**src/rtl/uart_pkg.sv**
```systemverilog
// uart_pkg -- definitions shared by the UART transmitter files.
//   DEFAULT_CLKS_PER_BIT : 10 MHz clock / 19200 baud
//   DATA_BITS            : bits per character
//   uart_state_e         : transmitter FSM encoding; the PARITY member exists
//                          only when UART_TX_PARITY_EN is defined
//   cnt_width()          : width of the per-bit cycle counter (minimum 1)
package uart_pkg;

  localparam int DEFAULT_CLKS_PER_BIT = 521;
  localparam int DATA_BITS            = 8;

`ifdef UART_TX_PARITY_EN
  typedef enum logic [2:0] {
    IDLE       = 3'd0,
    START      = 3'd1,
    DATA_BURST = 3'd2,
    STOP       = 3'd3,
    PARITY     = 3'd4
  } uart_state_e;
`else
  typedef enum logic [2:0] {
    IDLE       = 3'd0,
    START      = 3'd1,
    DATA_BURST = 3'd2,
    STOP       = 3'd3
  } uart_state_e;
`endif

  function automatic int cnt_width(input int clks);
    return (clks > 1) ? $clog2(clks) : 1;
  endfunction

endpackage

```
**src/rtl/uart_tx_if.sv**
```systemverilog
// uart_tx_if -- byte handshake into the UART transmitter.
//   tx_data  : byte to transmit (master -> slave)
//   tx_valid : tx_data is valid (master -> slave)
//   tx_ready : transmitter FIFO can accept a byte (slave -> master)
// Handshake: a byte transfers on every rising clock edge where
// tx_valid && tx_ready; tx_valid while tx_ready is low is ignored, and
// tx_ready does not depend on tx_valid.
interface uart_tx_if;
  logic [7:0] tx_data;
  logic       tx_valid;
  logic       tx_ready;

  modport master (output tx_data, output tx_valid, input  tx_ready);
  modport slave  (input  tx_data, input  tx_valid, output tx_ready);
endinterface

```
**src/rtl/uart_tx_fifo.sv**
```systemverilog
// uart_tx_fifo -- synchronous FIFO with combinational read of the head entry.
//   clk, rst : clock, synchronous active-high reset (empties the FIFO)
//   push     : write wdata (ignored when full)
//   pop      : drop the head entry (ignored when empty)
//   wdata    : write data
//   rdata    : current head entry, valid while !empty
//   full     : count == DEPTH
//   empty    : count == 0
// DEPTH must be a power of two so the pointers wrap by natural overflow.
module uart_tx_fifo #(
  parameter int WIDTH = 8,
  parameter int DEPTH = 4
) (
  input  logic             clk,
  input  logic             rst,
  input  logic             push,
  input  logic             pop,
  input  logic [WIDTH-1:0] wdata,
  output logic [WIDTH-1:0] rdata,
  output logic             full,
  output logic             empty
);

  localparam int            AW       = (DEPTH > 1) ? $clog2(DEPTH) : 1;
  localparam logic [AW-1:0] PTR_ONE  = AW'(1);
  localparam logic [AW:0]   CNT_ONE  = (AW + 1)'(1);
  localparam logic [AW:0]   CNT_FULL = (AW + 1)'(DEPTH);

  logic [WIDTH-1:0] mem_q [DEPTH];
  logic [WIDTH-1:0] mem_d [DEPTH];
  logic [AW-1:0]    wr_ptr_q, wr_ptr_d;
  logic [AW-1:0]    rd_ptr_q, rd_ptr_d;
  logic [AW:0]      count_q, count_d;
  logic             do_push, do_pop;

  assign full    = (count_q == CNT_FULL);
  assign empty   = (count_q == '0);
  assign rdata   = mem_q[rd_ptr_q];
  assign do_push = push && !full;
  assign do_pop  = pop && !empty;

  always_comb begin
    mem_d    = mem_q;
    wr_ptr_d = wr_ptr_q;
    rd_ptr_d = rd_ptr_q;
    count_d  = count_q;
    if (do_push) begin
      mem_d[wr_ptr_q] = wdata;
      wr_ptr_d        = wr_ptr_q + PTR_ONE;
    end
    if (do_pop) begin
      rd_ptr_d = rd_ptr_q + PTR_ONE;
    end
    // Simultaneous push and pop leaves the occupancy unchanged.
    case ({do_push, do_pop})
      2'b10:   count_d = count_q + CNT_ONE;
      2'b01:   count_d = count_q - CNT_ONE;
      default: count_d = count_q;
    endcase
  end

  always_ff @(posedge clk) begin
    if (rst) begin
      wr_ptr_q <= '0;
      rd_ptr_q <= '0;
      count_q  <= '0;
    end else begin
      wr_ptr_q <= wr_ptr_d;
      rd_ptr_q <= rd_ptr_d;
      count_q  <= count_d;
    end
  end

  // Storage needs no reset: entries are only read after being written.
  always_ff @(posedge clk) begin
    mem_q <= mem_d;
  end

endmodule

```
**src/rtl/uart_tx.sv**
```systemverilog
// uart_tx -- FIFO-buffered 8N1 UART transmitter (8E1 with UART_TX_PARITY_EN).
//   tx_clk    : single clock, rising edge
//   tx_rst    : synchronous active-high reset; aborts any frame, empties FIFO
//   tx_in     : uart_tx_if.slave byte handshake (tx_data/tx_valid/tx_ready)
//   tx_out    : registered serial line, idles high
//   tx_busy   : high in every FSM state except IDLE
//   tx_done   : one-cycle pulse on the last cycle of each stop bit
//   dbg_state : current FSM state
// Optional feature macro: UART_TX_PARITY_EN adds an even-parity bit between
// data bit 7 and the stop bit (11-bit frame instead of 10).
module uart_tx
  import uart_pkg::*;
#(
  parameter int CLKS_PER_BIT = DEFAULT_CLKS_PER_BIT,
  parameter int FIFO_DEPTH   = 4
) (
  input  logic        tx_clk,
  input  logic        tx_rst,
  uart_tx_if.slave    tx_in,
  output logic        tx_out,
  output logic        tx_busy,
  output logic        tx_done,
  output uart_state_e dbg_state
);

  localparam int            CW      = cnt_width(CLKS_PER_BIT);
  localparam logic [CW-1:0] CNT_MAX = CW'(CLKS_PER_BIT - 1);
  localparam logic [CW-1:0] CNT_ONE = CW'(1);

  uart_state_e state_q, state_d;
  logic [CW-1:0] cnt_q, cnt_d;
  logic [2:0]    bit_idx_q, bit_idx_d;
  logic [7:0]    shift_q, shift_d;
  logic          tx_out_q, tx_out_d;
  logic          busy_q, busy_d;
  logic          done_q, done_d;
`ifdef UART_TX_PARITY_EN
  logic          par_q, par_d;
`endif

  logic       fifo_push, fifo_pop, fifo_full, fifo_empty;
  logic [7:0] fifo_rdata;
  logic       bit_last;

  assign tx_in.tx_ready = !fifo_full;
  assign fifo_push      = tx_in.tx_valid && !fifo_full;
  assign bit_last       = (cnt_q == CNT_MAX);

  uart_tx_fifo #(.WIDTH(8), .DEPTH(FIFO_DEPTH)) u_fifo (
    .clk   (tx_clk),
    .rst   (tx_rst),
    .push  (fifo_push),
    .pop   (fifo_pop),
    .wdata (tx_in.tx_data),
    .rdata (fifo_rdata),
    .full  (fifo_full),
    .empty (fifo_empty)
  );

  always_comb begin
    state_d   = state_q;
    cnt_d     = cnt_q;
    bit_idx_d = bit_idx_q;
    shift_d   = shift_q;
    fifo_pop  = 1'b0;
`ifdef UART_TX_PARITY_EN
    par_d     = par_q;
`endif
    case (state_q)
      IDLE: begin
        if (!fifo_empty) begin
          fifo_pop = 1'b1;
          shift_d  = fifo_rdata;
`ifdef UART_TX_PARITY_EN
          par_d    = ^fifo_rdata;
`endif
          state_d  = START;
          cnt_d    = '0;
        end
      end
      START: begin
        if (bit_last) begin
          state_d   = DATA_BURST;
          cnt_d     = '0;
          bit_idx_d = '0;
        end else begin
          cnt_d = cnt_q + CNT_ONE;
        end
      end
      DATA_BURST: begin
        if (bit_last) begin
          cnt_d = '0;
          if (bit_idx_q == 3'd7) begin
`ifdef UART_TX_PARITY_EN
            state_d = PARITY;
`else
            state_d = STOP;
`endif
          end else begin
            bit_idx_d = bit_idx_q + 3'd1;
            // LSB first: the line always carries shift[0].
            shift_d   = {1'b0, shift_q[7:1]};
          end
        end else begin
          cnt_d = cnt_q + CNT_ONE;
        end
      end
`ifdef UART_TX_PARITY_EN
      PARITY: begin
        if (bit_last) begin
          state_d = STOP;
          cnt_d   = '0;
        end else begin
          cnt_d = cnt_q + CNT_ONE;
        end
      end
`endif
      STOP: begin
        if (bit_last) begin
          cnt_d = '0;
          // Chain straight into the next frame so there is no idle gap.
          if (!fifo_empty) begin
            fifo_pop = 1'b1;
            shift_d  = fifo_rdata;
`ifdef UART_TX_PARITY_EN
            par_d    = ^fifo_rdata;
`endif
            state_d  = START;
          end else begin
            state_d = IDLE;
          end
        end else begin
          cnt_d = cnt_q + CNT_ONE;
        end
      end
      default: begin
        state_d = IDLE;
        cnt_d   = '0;
      end
    endcase
  end

  // Outputs are decoded from the next state so they register in step with it.
  always_comb begin
    tx_out_d = 1'b1;
    case (state_d)
      START:      tx_out_d = 1'b0;
      DATA_BURST: tx_out_d = shift_d[0];
`ifdef UART_TX_PARITY_EN
      PARITY:     tx_out_d = par_d;
`endif
      default:    tx_out_d = 1'b1;
    endcase
    busy_d = (state_d != IDLE);
    done_d = (state_d == STOP) && (cnt_d == CNT_MAX);
  end

  always_ff @(posedge tx_clk) begin
    if (tx_rst) begin
      state_q   <= IDLE;
      cnt_q     <= '0;
      bit_idx_q <= '0;
      shift_q   <= '0;
      tx_out_q  <= 1'b1;
      busy_q    <= 1'b0;
      done_q    <= 1'b0;
`ifdef UART_TX_PARITY_EN
      par_q     <= 1'b0;
`endif
    end else begin
      state_q   <= state_d;
      cnt_q     <= cnt_d;
      bit_idx_q <= bit_idx_d;
      shift_q   <= shift_d;
      tx_out_q  <= tx_out_d;
      busy_q    <= busy_d;
      done_q    <= done_d;
`ifdef UART_TX_PARITY_EN
      par_q     <= par_d;
`endif
    end
  end

  assign tx_out    = tx_out_q;
  assign tx_busy   = busy_q;
  assign tx_done   = done_q;
  assign dbg_state = state_q;

endmodule

```
**src/flat_wrapper.sv**
```systemverilog
// flat-port wrapper written by rule: the top's interface ports become plain ports
module uart_tx_flat import uart_pkg::*;
#(
  parameter int CLKS_PER_BIT = DEFAULT_CLKS_PER_BIT,
  parameter int FIFO_DEPTH   = 4
)
  (tx_clk, tx_rst, tx_out, tx_busy, tx_done, dbg_state, tx_in_tx_data, tx_in_tx_valid, tx_in_tx_ready);
  uart_tx_if tx_in_i ();
  input  logic tx_clk;
  input  logic tx_rst;
  output logic tx_out;
  output logic tx_busy;
  output logic tx_done;
  output uart_state_e dbg_state;
  input wire logic [$bits(tx_in_i.tx_data)-1:0] tx_in_tx_data;
  input wire logic [$bits(tx_in_i.tx_valid)-1:0] tx_in_tx_valid;
  output wire logic [$bits(tx_in_i.tx_ready)-1:0] tx_in_tx_ready;
  assign tx_in_i.tx_data = tx_in_tx_data;
  assign tx_in_i.tx_valid = tx_in_tx_valid;
  assign tx_in_tx_ready = tx_in_i.tx_ready;
  uart_tx #(.CLKS_PER_BIT(CLKS_PER_BIT), .FIFO_DEPTH(FIFO_DEPTH)) u_core (.tx_clk(tx_clk), .tx_rst(tx_rst), .tx_in(tx_in_i), .tx_out(tx_out), .tx_busy(tx_busy), .tx_done(tx_done), .dbg_state(dbg_state));
endmodule
```
**config.mk**
```make
export PLATFORM = sky130hd
export DESIGN_NAME = uart_tx_flat
export DESIGN_NICKNAME = d
export VERILOG_FILES = /design/src/rtl/uart_pkg.sv /design/src/rtl/uart_tx_if.sv /design/src/rtl/uart_tx_fifo.sv /design/src/rtl/uart_tx.sv /design/src/flat_wrapper.sv
export SDC_FILE = /design/constraint.sdc
export NUM_CORES = 1
export LEC_CHECK = 0
export CORE_MARGIN = 1
export CORE_UTILIZATION = 35
export CTS_CLUSTER_SIZE = 14
export DETAILED_ROUTE_END_ITERATION = 6
export RECOVER_POWER = 50
export REMOVE_ABC_BUFFERS = 1
export SLEW_MARGIN = 10
export SYNTH_ARGS = -nofsm -noshare
export SYNTH_HDL_FRONTEND = slang
export SYNTH_SLANG_ARGS = --single-unit
```
**constraint.sdc**
```tcl
create_clock -name tx_clk -period 2.34 [get_ports tx_clk]
set_input_delay 0.351 -clock tx_clk [delete_from_list [all_inputs] [get_ports tx_clk]]
set_output_delay 0.351 -clock tx_clk [all_outputs]
set_load 0.1 [all_outputs]
```
* After elaboration in Yosys (flattened, before gate mapping) *
Index checks and enable logic that the tools add are counted.

word-level totals
  register bits = 66
  latch bits = 0
  bits in writable memories = 0
  memory bits (read-only) = 0
  bits of input ports = 11
  output and inout port bits = 7
  memories = 0

cells by class
  add/subtract/negate cells = 6
  multiply operators = 0
  divide/modulo/power cells = 0
  $lt $le $gt $ge = 3
  equality and inequality tests = 16
  shift operators = 0
  mux-type cells = 30
  bitwise operators = 2
  reduce and logical (&&, ||, !) cells = 16

operator list
  operator                                             count
  2-to-1 mux 8 bit                                     7
  bitwise mux 32 bit                                   1
  2-to-1 mux 3 bit                                     8
  one-hot mux 8 bit (3 select lines)                   1
  equality test 10 bit, second input constant          2
  2-to-1 mux 10 bit                                    2
  one-hot mux 10 bit (2 select lines)                  1
  binary-select mux 8 bit (select 2 bit)               1
  demux 8 bit (select 2 bit)                           1
  equality test 3 x 2 -> 1 bit, second input constant  4
  one-hot mux 3 bit (2 select lines)                   2
  one-hot mux 3 bit (4 select lines)                   1
  adder 10 x 1 -> 10 bit, second input constant        1
  AND reduction 4 bit                                  2
  adder 3 x 1 -> 3 bit, second input constant          2
  equality test 3 x 1 -> 1 bit, second input constant  2
  equality test 3 bit, second input constant           2
  >= comparator 3 bit, second input constant           2
  logical NOT 3 bit                                    2
  != test 2 x 1 -> 1 bit, second input constant        3
  NOT 2 -> 3 bit                                       2
  nonzero test 3 bit                                   2
  logical AND 1 bit                                    5
  adder 2 x 1 -> 2 bit, second input constant          2
  other kinds (10)                                     15

* Depth between registers and ports, before layout *
Gate-level depths: netlist (run 1).

  depth after elaboration = 8
  depth in mapped cells = 12
  mapped depth without buffers = 12

* Cells and area by module *
Synthesis (run 1) repeated with hierarchy kept, for this count alone.

second synthesis, totals
  cells, all modules = 286
  area total of the unflattened synthesis = 3170.5 um^2

by module, submodules not included
  module        instances  cells an instance  area each (um^2)  sequential area each (um^2)
  uart_tx_fifo  1          92                 1586.5            1101.1
  uart_tx       1          194                1584.0            540.5

* Worst setup path before layout (run 1) *
OpenSTA, ideal clock, no wires.

  kind = reg2reg
  start point = register u_core.state_q[1] (netlist: u_core.dbg_state[1])
  end point = register u_core.u_fifo.count_q[2]
  arrival time = 3.082 ns
  slack = -0.812 ns
  stages on the path, launching flop included = 12
  buffers on the path = 1
  period minus slack after synthesis = 3.152 ns
  cells stage by stage = dfxtp_1 > clkbuf_1 > and4_1 > and4_2 > o21ai_1 > inv_1 > ha_1 > inv_1 > fa_1 > xor2_1 > or3_1 > a21oi_1

on the way
  longest elaborated chain between the ends = 5
  elaborated cells on any way between the ends = 8
  classes of those cells = eq/ne (3); mux (2); reduce/logical (3)

RTL lines
  item                                                                      RTL line            RTL
  start: declaration                                                        uart_tx.sv:30       uart_state_e state_q, state_d;
  start signal: assignment                                                  uart_tx.sv:171      state_q <= state_d;
  equality test 3 x 2 -> 1 bit or logical NOT 3 bit (tied branches)         uart_tx.sv:69       case (state_q)
  one-hot mux 1 bit (2 select lines) *                                      uart_tx.sv:69
  logical AND 1 bit *                                                       uart_tx_fifo.sv:40  assign do_pop = pop && !empty;
  named net u_core.u_fifo.do_pop                                            uart_tx_fifo.sv:34  logic do_push, do_pop;
  equality test 2 x 1 -> 1 bit or equality test 2 bit (tied branches)       uart_tx_fifo.sv:55  case ({do_push, do_pop})
  one-hot mux 3 bit (2 select lines) or nonzero test 2 bit (tied branches)  n/a
  end signal: assignment                                                    uart_tx_fifo.sv:70  count_q <= count_d;
  end: declaration                                                          uart_tx_fifo.sv:33  logic [AW:0] count_q, count_d;

Mark *: on every way through the listed nets, which the timed path passes. The rest lies on a longest branch.
A chain may end at the register's enable or synchronous reset.

* Final worst setup path (run 1) *
  start point = register u_core.cnt_q[0]
  end point = register u_core.u_fifo.count_q[2]

on the way
  longest elaborated chain between the ends = 6
  elaborated cells on any way between the ends = 8
  classes of those cells = eq/ne (3); mux (3); reduce/logical (2)

RTL lines
  item                                                                      RTL line            RTL
  start: declaration                                                        uart_tx.sv:31       logic [CW-1:0] cnt_q, cnt_d;
  start signal: assignment                                                  uart_tx.sv:172      cnt_q <= cnt_d;
  equality test 10 bit *                                                    uart_tx.sv:47       assign bit_last = (cnt_q == CNT_MAX);
  2-to-1 mux 1 bit *                                                        uart_tx.sv:119      if (bit_last) begin
  one-hot mux 1 bit (2 select lines) *                                      uart_tx.sv:69
  logical AND 1 bit *                                                       uart_tx_fifo.sv:40
  named net u_core.u_fifo.do_pop                                            uart_tx_fifo.sv:34
  equality test 2 x 1 -> 1 bit or equality test 2 bit (tied branches)       uart_tx_fifo.sv:55
  one-hot mux 3 bit (2 select lines) or nonzero test 2 bit (tied branches)  n/a

Marks and branches as above.

==> results of run 1 <==
cells in the final DEF (no fill, tap or decap), drive strengths merged, types with 3 or more instances in the layout:
| cell | n |
|---|---|
| mux2i | 3 |
| a21oi | 12 |
| nand4 | 5 |
| clkbuf | 13 |
| dlygate4sd3 | 8 |
| nand3 | 7 |
| ha | 9 |
| nand2 | 13 |
| edfxtp | 32 |
| and4 | 3 |
| a31oi | 4 |
| inv | 15 |
| a221oi | 3 |
| xnor2 | 4 |
| buf | 34 |
| o21ai | 8 |
| xor2 | 4 |
| mux4 | 8 |
| nor4 | 9 |
| nor3b | 3 |
| dfxtp | 34 |
| nor2 | 42 |
| o31ai | 3 |
| nand2b | 6 |
| and3 | 8 |
| or3 | 4 |
| nor3 | 4 |
| clkinv | 3 |
layer usage:
layer | wire length (um) | vias up | track usage (%)
met3 | 374 | 12 | 4.85
li1 | - | 1143 | -
met1 | 2960 | 1121 | 19.8
met2 | 3230 | 74 | 26.9
met5 | 0 | - | 0
met4 | 101 | 0 | 5.88
state kept, by name (all words and copies together), names as in the netlist:
| register | cells |
|---|---|
| u_core.dbg_state | 3 |
| u_core.shift_q | 8 |
| u_core.u_fifo.mem_q | 32 |
| u_core.tx_out | 1 |
| u_core.u_fifo.wr_ptr_q | 2 |
| u_core.tx_done | 1 |
| u_core.u_fifo.rd_ptr_q | 2 |
| u_core.tx_busy | 1 |
| u_core.cnt_q | 10 |
| u_core.u_fifo.count_q | 3 |
| u_core.bit_idx_q | 3 |
critical path: stages (launching register included):
cell and delay, ns:
dfxtp_2 0.33, inv_2 0.07, ha_4 0.13, and4_4 0.20, and4_4 0.22, o21ai_2 0.06
inv_2 0.08, ha_4 0.13, inv_2 0.03, fa_2 0.33, xor2_1 0.15, or3_1 0.30
a21oi_1 0.15
metrics by stage:
stage	worst slack, ns	hold slack (ns)
after CTS	0.00908	0.477
after floorplan	-0.862	0.420
final	0.0851	0.481
after global placement	-0.00106	0.454
after global routing	-0.0190	0.515
after detailed placement	-0.0993	0.466
area by class of cell:
cell class,count,area [um2],share of cell area [%]
repair buffers,48,372,9.73
well taps,108,135,3.54
inverters,13,48.8,1.28
flip-flops and latches,66,1640,43.0
clock buffers,9,124,3.24
clock inverters,7,100,2.62
multi-input cells,192,1400,36.6
kinds of logic (layout without fill, tap and decap cells):
kind of cell,after synthesis,in the layout
mux,11,11
xor+xnor,8,8
flops,66,66
buf+inv,29,77
other cells,1,1
fa+ha+maj,10,10
simple gates,112,112
compound gates,50,50
power breakdown:
part | internal, W | leakage [nW] | total [W] | switching (W)
clock network | 0.000609 | 0.114 | 0.00109 | 0.000480
logic | 0.000451 | 0.764 | 0.00104 | 0.000593
registers | 0.00137 | 0.571 | 0.00144 | 0.0000771
how the worst min path moves through the flow:
stage / cells after the start / end / slack, ns
floorplan: 1 / u_core.bit_idx_q[0] / 0.42
global placement: 2 / u_core.bit_idx_q[0] / 0.45
detailed placement: 2 / u_core.shift_q[7] / 0.47
CTS: 2 / u_core.shift_q[7] / 0.48
global route: 2 / u_core.bit_idx_q[0] / 0.51
finish: 2 / u_core.shift_q[7] / 0.48
repair_timing:
| action | CTS | global route |
|---|---|---|
| gates resized for setup | 9 | 4 |
| setup buffers | 1 | 1 |
| hold endpoints to repair | 0 | 0 |
| setup endpoints to repair | 1 | 2 |
| pin swaps | 5 | 3 |
==> metrics.md, run 1 <==
| Metric | Value |
|---|---|
| Status | `finished, final reports clean` |
| Htree depth | `3` |
| CP Capture Type | `flip-flop` |
| Slew @ Worst Pin | `1.16 ns` |
| Post-synthesis xor/xnor area fraction | `2.25%` |
| Die Wd | `96.4 um` |
| CTS Buffer Depth | `2` |
| Post-Synth Simple-Gate Area | `19.2%` |
| Worst IR Drop VDD | `0.491 mV` |
| I/O pin count | `18` |
| Max-slew violation count | `0` |
| Critical path arrival | `2.53 ns` |
| GRT Overall Usage | `16.2%` |
| Final period utilization | `96.4%` |
| Die area | `9290 um2` |
| Buffers on Ports | `17` |
| RePlAce Congestion | `0.904` |
| FF-to-FF path depth | `12` |
| DIE HEIGHT | `96.4 um` |
| Top cell type's share of synthesized area | `30.8%` |
| Pin count of the biggest net entering global routing | `19` |
| Layout cell share with drive strength beyond 1 | `23.3%` |
| RSZ-0062 raised after global routing | `yes` |
| Distinct cells, synth | `58` |
| Critical path class | `reg2reg` |
| Final instance area | `3820 um2` |
| Cell Pwr Density | `937 nW/um2` |
| Final TNS setup | `0 ns` |
| Most frequent cell after synthesis | `nor2_1` |
| Max Clock Freq | `0.443 GHz` |
| Tot Pwr | `0.00358 W` |
| Final hold vios | `0` |
| Drt total wl | `6670 um` |
| Starting density of the core | `35.9%` |
| RR Startpoint | `u_core.cnt_q[0]` |
| R2r endpoint | `u_core.u_fifo.count_q[2]` |
| Final HPWL DP | `4810 um` |
| DRC marker count from the first detailed-route iteration | `179` |
| Clock Sinks | `66` |
| N_diodes | `0` |
| Compound-cell area share of the yosys netlist | `11.2%` |
| Min-Delay Startpoint | `u_core.shift_q[7]` |
| Worst Path Max Fanout | `2` |
| Flop2flop setup slack | `0.09 ns` |
| Placed Cells | `425` |
| Routed Antenna Nets | `0` |
| Total CTS buffers | `9` |
| Final setup fails | `0` |
| Register area share after synthesis | `52.6%` |
| CTS clk-pin slew, worst paths | `0.08 ns` |
| Layout Utilization | `44.0%` |
| Post-synth top cells | `42 x nor2_1, 34 x dfxtp_1, 32 x edfxtp_1, 13 x inv_1, 13 x nand2_1` |
| Clock Skews | `0.0104 ns` |
| Global-route wire length before repair | `11200 um` |
| CP endpoint | `u_core.u_fifo.count_q[2]` |
| Cells after Synth | `287` |
| Drc violations | `0` |
| Post-synthesis mux area share | `6.74%` |
| CP Launch Type | `flip-flop` |
| Crit path launch | `u_core.cnt_q[0]` |
| Largest family of logic cells by synthesized area | `simple AND/OR/NAND/NOR gates` |
| Initial antenna violation count | `0` |
| Worst hold path type | `reg2reg` |
| Placed cell area | `3560 um2` |
| CTS root buf | `clkbuf_8` |
| Placeable Area | `8680 um2` |
| DR WL/cell | `15.0 um` |
| Post-synth EDFFs | `32` |
| Top area cells in the synthesized netlist | `edfxtp_1 31%, dfxtp_1 22%, mux4_2 5.8%` |
| Data required time of the critical path | `2.62 ns` |
| CTS hold repair buffers | `0` |
| Synth Area in Adders | `4.25%` |
| Pre-Repair DR Iteration Count | `5` |
| GRT Residual Overflow | `0` |
| Filler cells | `856` |
| Finished Layout Cells | `443` |
| Row cnt | `34` |
| Nets | `351` |
| Vias in the first global route | `2349` |
| Area grow syn2layout | `22.5%` |
| Post-Syn Area | `3120 um2` |
| #FFs+latches synth | `66` |
| Rel. slew slack | `22.7%` |
| Main synth FF type | `dfxtp_1` |
| Final min period | `2.25 ns` |
| Avg Inst Size Synth | `10.9 um2` |
| Max Cap Viol | `0` |
| Pleak | `1.45 nW` |
| Largest area contributor in the netlist | `edfxtp_1` |
| Vias post-DR | `2350` |
| CTS tree | `built` |
| Asr flop ratio synth | `0%` |
| DR vias/cell | `5.30` |
| Worst-skew pair later-pin latency | `0.35 ns` |
| Syn. warnings | `0` |
Note: power is estimated with default switching activity, not from simulation.
==> inputs of run 2 (changes only) <==
==> constraint.sdc (replaced) <==
create_clock -name tx_clk -period 2 [get_ports tx_clk]
set_input_delay 0.3 -clock tx_clk [delete_from_list [all_inputs] [get_ports tx_clk]]
set_output_delay 0.3 -clock tx_clk [all_outputs]
set_load 0.1 [all_outputs]
==> run 2 against run 1 <==
Effect of this change:
- the run now ends with negative setup slack left
- critical path depth unchanged
- maximum frequency increased by 0.58%
- routed wire length rose by 9.6%
- clock-buffer cell count unchanged
- sequential power increased by 18%
- global-route usage rose by 0.94 points
- via count rose by 5.0%
- sequential share of layout area fell by 3.7 points
- cell count grew 6.1%
- sequential cell count is the same
- design area is 9.6% higher
- largest cell class unchanged
==> metrics.md, run 2 (synthesis gave the netlist of run 1 again) <==
| Metric | Value |
|---|---|
| Clock Sinks | `66 (unchanged)` |
| DIE HEIGHT | `96.4 um (unchanged)` |
| Cell Pwr Density | `1030 nW/um2 (+9.7%)` |
| Largest regs | `u_core.u_fifo.mem_q (32), u_core.cnt_q (10), u_core.shift_q (8)` |
| Final hold vios | `0 (unchanged)` |
| Filler cells | `818 (-4.4%)` |
| CTS root buf | `clkbuf_8` |
| Worst hold margin | `0.491 ns (+0.00973 ns)` |
| Max-slew violation count | `0 (unchanged)` |
| RSZ-0062 raised after global routing | `yes` |
| Worst Path Max Fanout | `2 (unchanged)` |
| N_diodes | `0 (unchanged)` |
| Critical path arrival | `2.52 ns (about the same)` |
| Critical path class | `reg2reg` |
| Most common cell after layout, fill and taps aside | `buf_4` |
| Placeable Area | `8680 um2 (unchanged)` |
| Max reg flops | `32 (unchanged)` |
| Rel. slew slack | `64.4% (+42 points)` |
| DR WL/cell | `15.5 um (+3.3%)` |
| Area grow syn2layout | `34.3%` |
| Row cnt | `34 (unchanged)` |
| Drc violations | `0 (unchanged)` |
| Die Wd | `96.4 um (unchanged)` |
| Vias in the first global route | `2446 (+4.1%)` |
| Status | `complete, but fails checks` |
| Global-route wire length before repair | `11800 um (+4.7%)` |
| DRC marker count from the first detailed-route iteration | `95 (-47%)` |
| Final setup fails | `3 (+3)` |
| Final WS setup | `-0.242 ns (-0.327 ns)` |
| Pre-Repair DR Iteration Count | `4 (-1)` |
| Pin count of the biggest net entering global routing | `19 (unchanged)` |
| Failing checks | `negative setup slack` |
| GRT Residual Overflow | `0 (unchanged)` |
| GRT Overall Usage | `17.1% (+0.94 points)` |
| Final HPWL DP | `5180 um (+7.7%)` |
| CTS hold repair buffers | `0 (unchanged)` |
| Worst IR Drop VDD | `0.666 mV (+36%)` |
| Max Cap Viol | `0 (unchanged)` |
| RePlAce Congestion | `0.849 (-6.0%)` |
| RR Startpoint | `u_core.cnt_q[0]` |
| FF-to-FF path depth | `12 (unchanged)` |
| Total CTS buffers | `9 (unchanged)` |
| Initial antenna violation count | `0 (unchanged)` |
| Starting density of the core | `35.9% (unchanged)` |
| CTS tree | `built` |
| Htree depth | `3 (unchanged)` |
| Buffers on Ports | `17 (unchanged)` |
| CP Capture Type | `flip-flop` |
| CTS clk-pin slew, worst paths | `0.08 ns (about the same)` |
| Nets | `378 (+7.7%)` |
| CP endpoint | `u_core.u_fifo.count_q[2]` |
| Worst hold path type | `reg2reg` |
| Slew @ Worst Pin | `0.537 ns (-0.628 ns)` |
| CTS Buffer Depth | `2 (unchanged)` |
| Pleak | `1.60 nW (+10%)` |
| Final min period | `2.24 ns (-0.0130 ns)` |
| Commonest cells after routing, fill and taps aside | `54 x buf_4, 42 x nor2_1, 32 x edfxtp_1` |
| Clock Skews | `0.00912 ns (-0.00132 ns)` |
| Tot Pwr | `0.00430 W (+20%)` |
| Drt total wl | `7310 um (+9.6%)` |
| Flop2flop setup slack | `-0.24 ns (-0.33 ns)` |
| Data required time of the critical path | `2.28 ns (-0.34 ns)` |
| Max Clock Freq | `0.446 GHz (+0.58%)` |
| Routed Antenna Nets | `0 (unchanged)` |
| Crit path launch | `u_core.cnt_q[0]` |
| Final TNS setup | `-0.309 ns (-0.309 ns)` |
| Final period utilization | `112% (+16 points)` |
| Die area | `9290 um2 (unchanged)` |
| Largest Register | `u_core.u_fifo.mem_q` |
| Layout cell share with drive strength beyond 1 | `34.8% (+12 points)` |
| Layout Utilization | `48.3% (+4.2 points)` |
| R2r endpoint | `u_core.u_fifo.count_q[2]` |
| CP Launch Type | `flip-flop` |
| Vias post-DR | `2467 (+5.0%)` |
| I/O pin count | `18 (unchanged)` |
| DR vias/cell | `5.25 (-1.1%)` |
| Worst-skew pair later-pin latency | `0.34 ns (about the same)` |
==> run 2: cell count changes in the layout (fill, tap and decap cells not counted), sizes merged <==
cell	previous run	this run
bufinv	2	1
buf	34	60
clkbuf	13	14
clkinvlp	0	1
inv	15	14
clkinv	3	4
==> run 2: worst min path at each step <==
stage / start / endpoint / slack, ns / cells past startpoint
floorplan: tx_rst / u_core.bit_idx_q[0] / 0.37 / 1
global placement: u_core.bit_idx_q[0] / u_core.bit_idx_q[0] / 0.46 / 2
detailed placement: u_core.bit_idx_q[0] / u_core.bit_idx_q[0] / 0.47 / 2
CTS: u_core.bit_idx_q[0] / u_core.bit_idx_q[0] / 0.47 / 2
global route: u_core.shift_q[7] / u_core.shift_q[7] / 0.51 / 2
finish: u_core.shift_q[7] / u_core.shift_q[7] / 0.49 / 2
==> run 2: repair_timing <==
action	CTS	global route
gates cloned	0	0
endpoints found under the setup margin	11	11
setup buffers	2	3
pin swaps	11	12
hold endpoints to repair	0	0
gates resized for setup	20	20
==> run 2: stage by stage <==
| step | instances | setup WS (ns) | instance area, um2 |
|---|---|---|---|
| after floorplan | 271 | -1.20 | 3050 |
| after global placement | 449 | -0.330 | 3790 |
| after detailed placement | 449 | -0.392 | 3790 |
| after CTS | 467 | -0.270 | 4080 |
| after global routing | 470 | -0.335 | 4190 |
| final | 470 | -0.242 | 4190 |
==> run 2: power breakdown <==
part / switching [W] / internal (W) / leakage, nW
Clock: 0.000566 / 0.000584 / 0.0998
Combinational: 0.000788 / 0.000669 / 0.925
Sequential: 0.0000963 / 0.00160 / 0.572
Total: 0.00145 / 0.00285 / 1.60
==> run 2: final cells by class <==
class	count	area, um2	share of cell area [%]
flip-flops and latches	66	1650	39.3
multi-input cells	192	1530	36.4
repair buffers	75	631	15.1
well taps	108	135	3.23
clock buffers	9	124	2.96
clock inverters	7	77.6	1.85
inverters	13	48.8	1.17
==> run 2: layer usage <==
layer	vias to the layer above	global-route usage (%)	wire length (um)
li1	1199	-	-
met1	1206	20.9	3230
met2	57	29.1	3720
met3	5	4.77	309
met4	0	5.64	45
met5	-	0	0
==> run 2: critical path, stage by stage, from the launching register on <==
cell,delay [ns]
dfxtp_2,0.33
inv_2,0.07
ha_4,0.13
and4_1,0.16
and4_4,0.24
o21ai_2,0.07
inv_2,0.08
ha_4,0.14
inv_2,0.03
fa_2,0.32
xor2_1,0.16
or3_1,0.33
a21oi_2,0.12
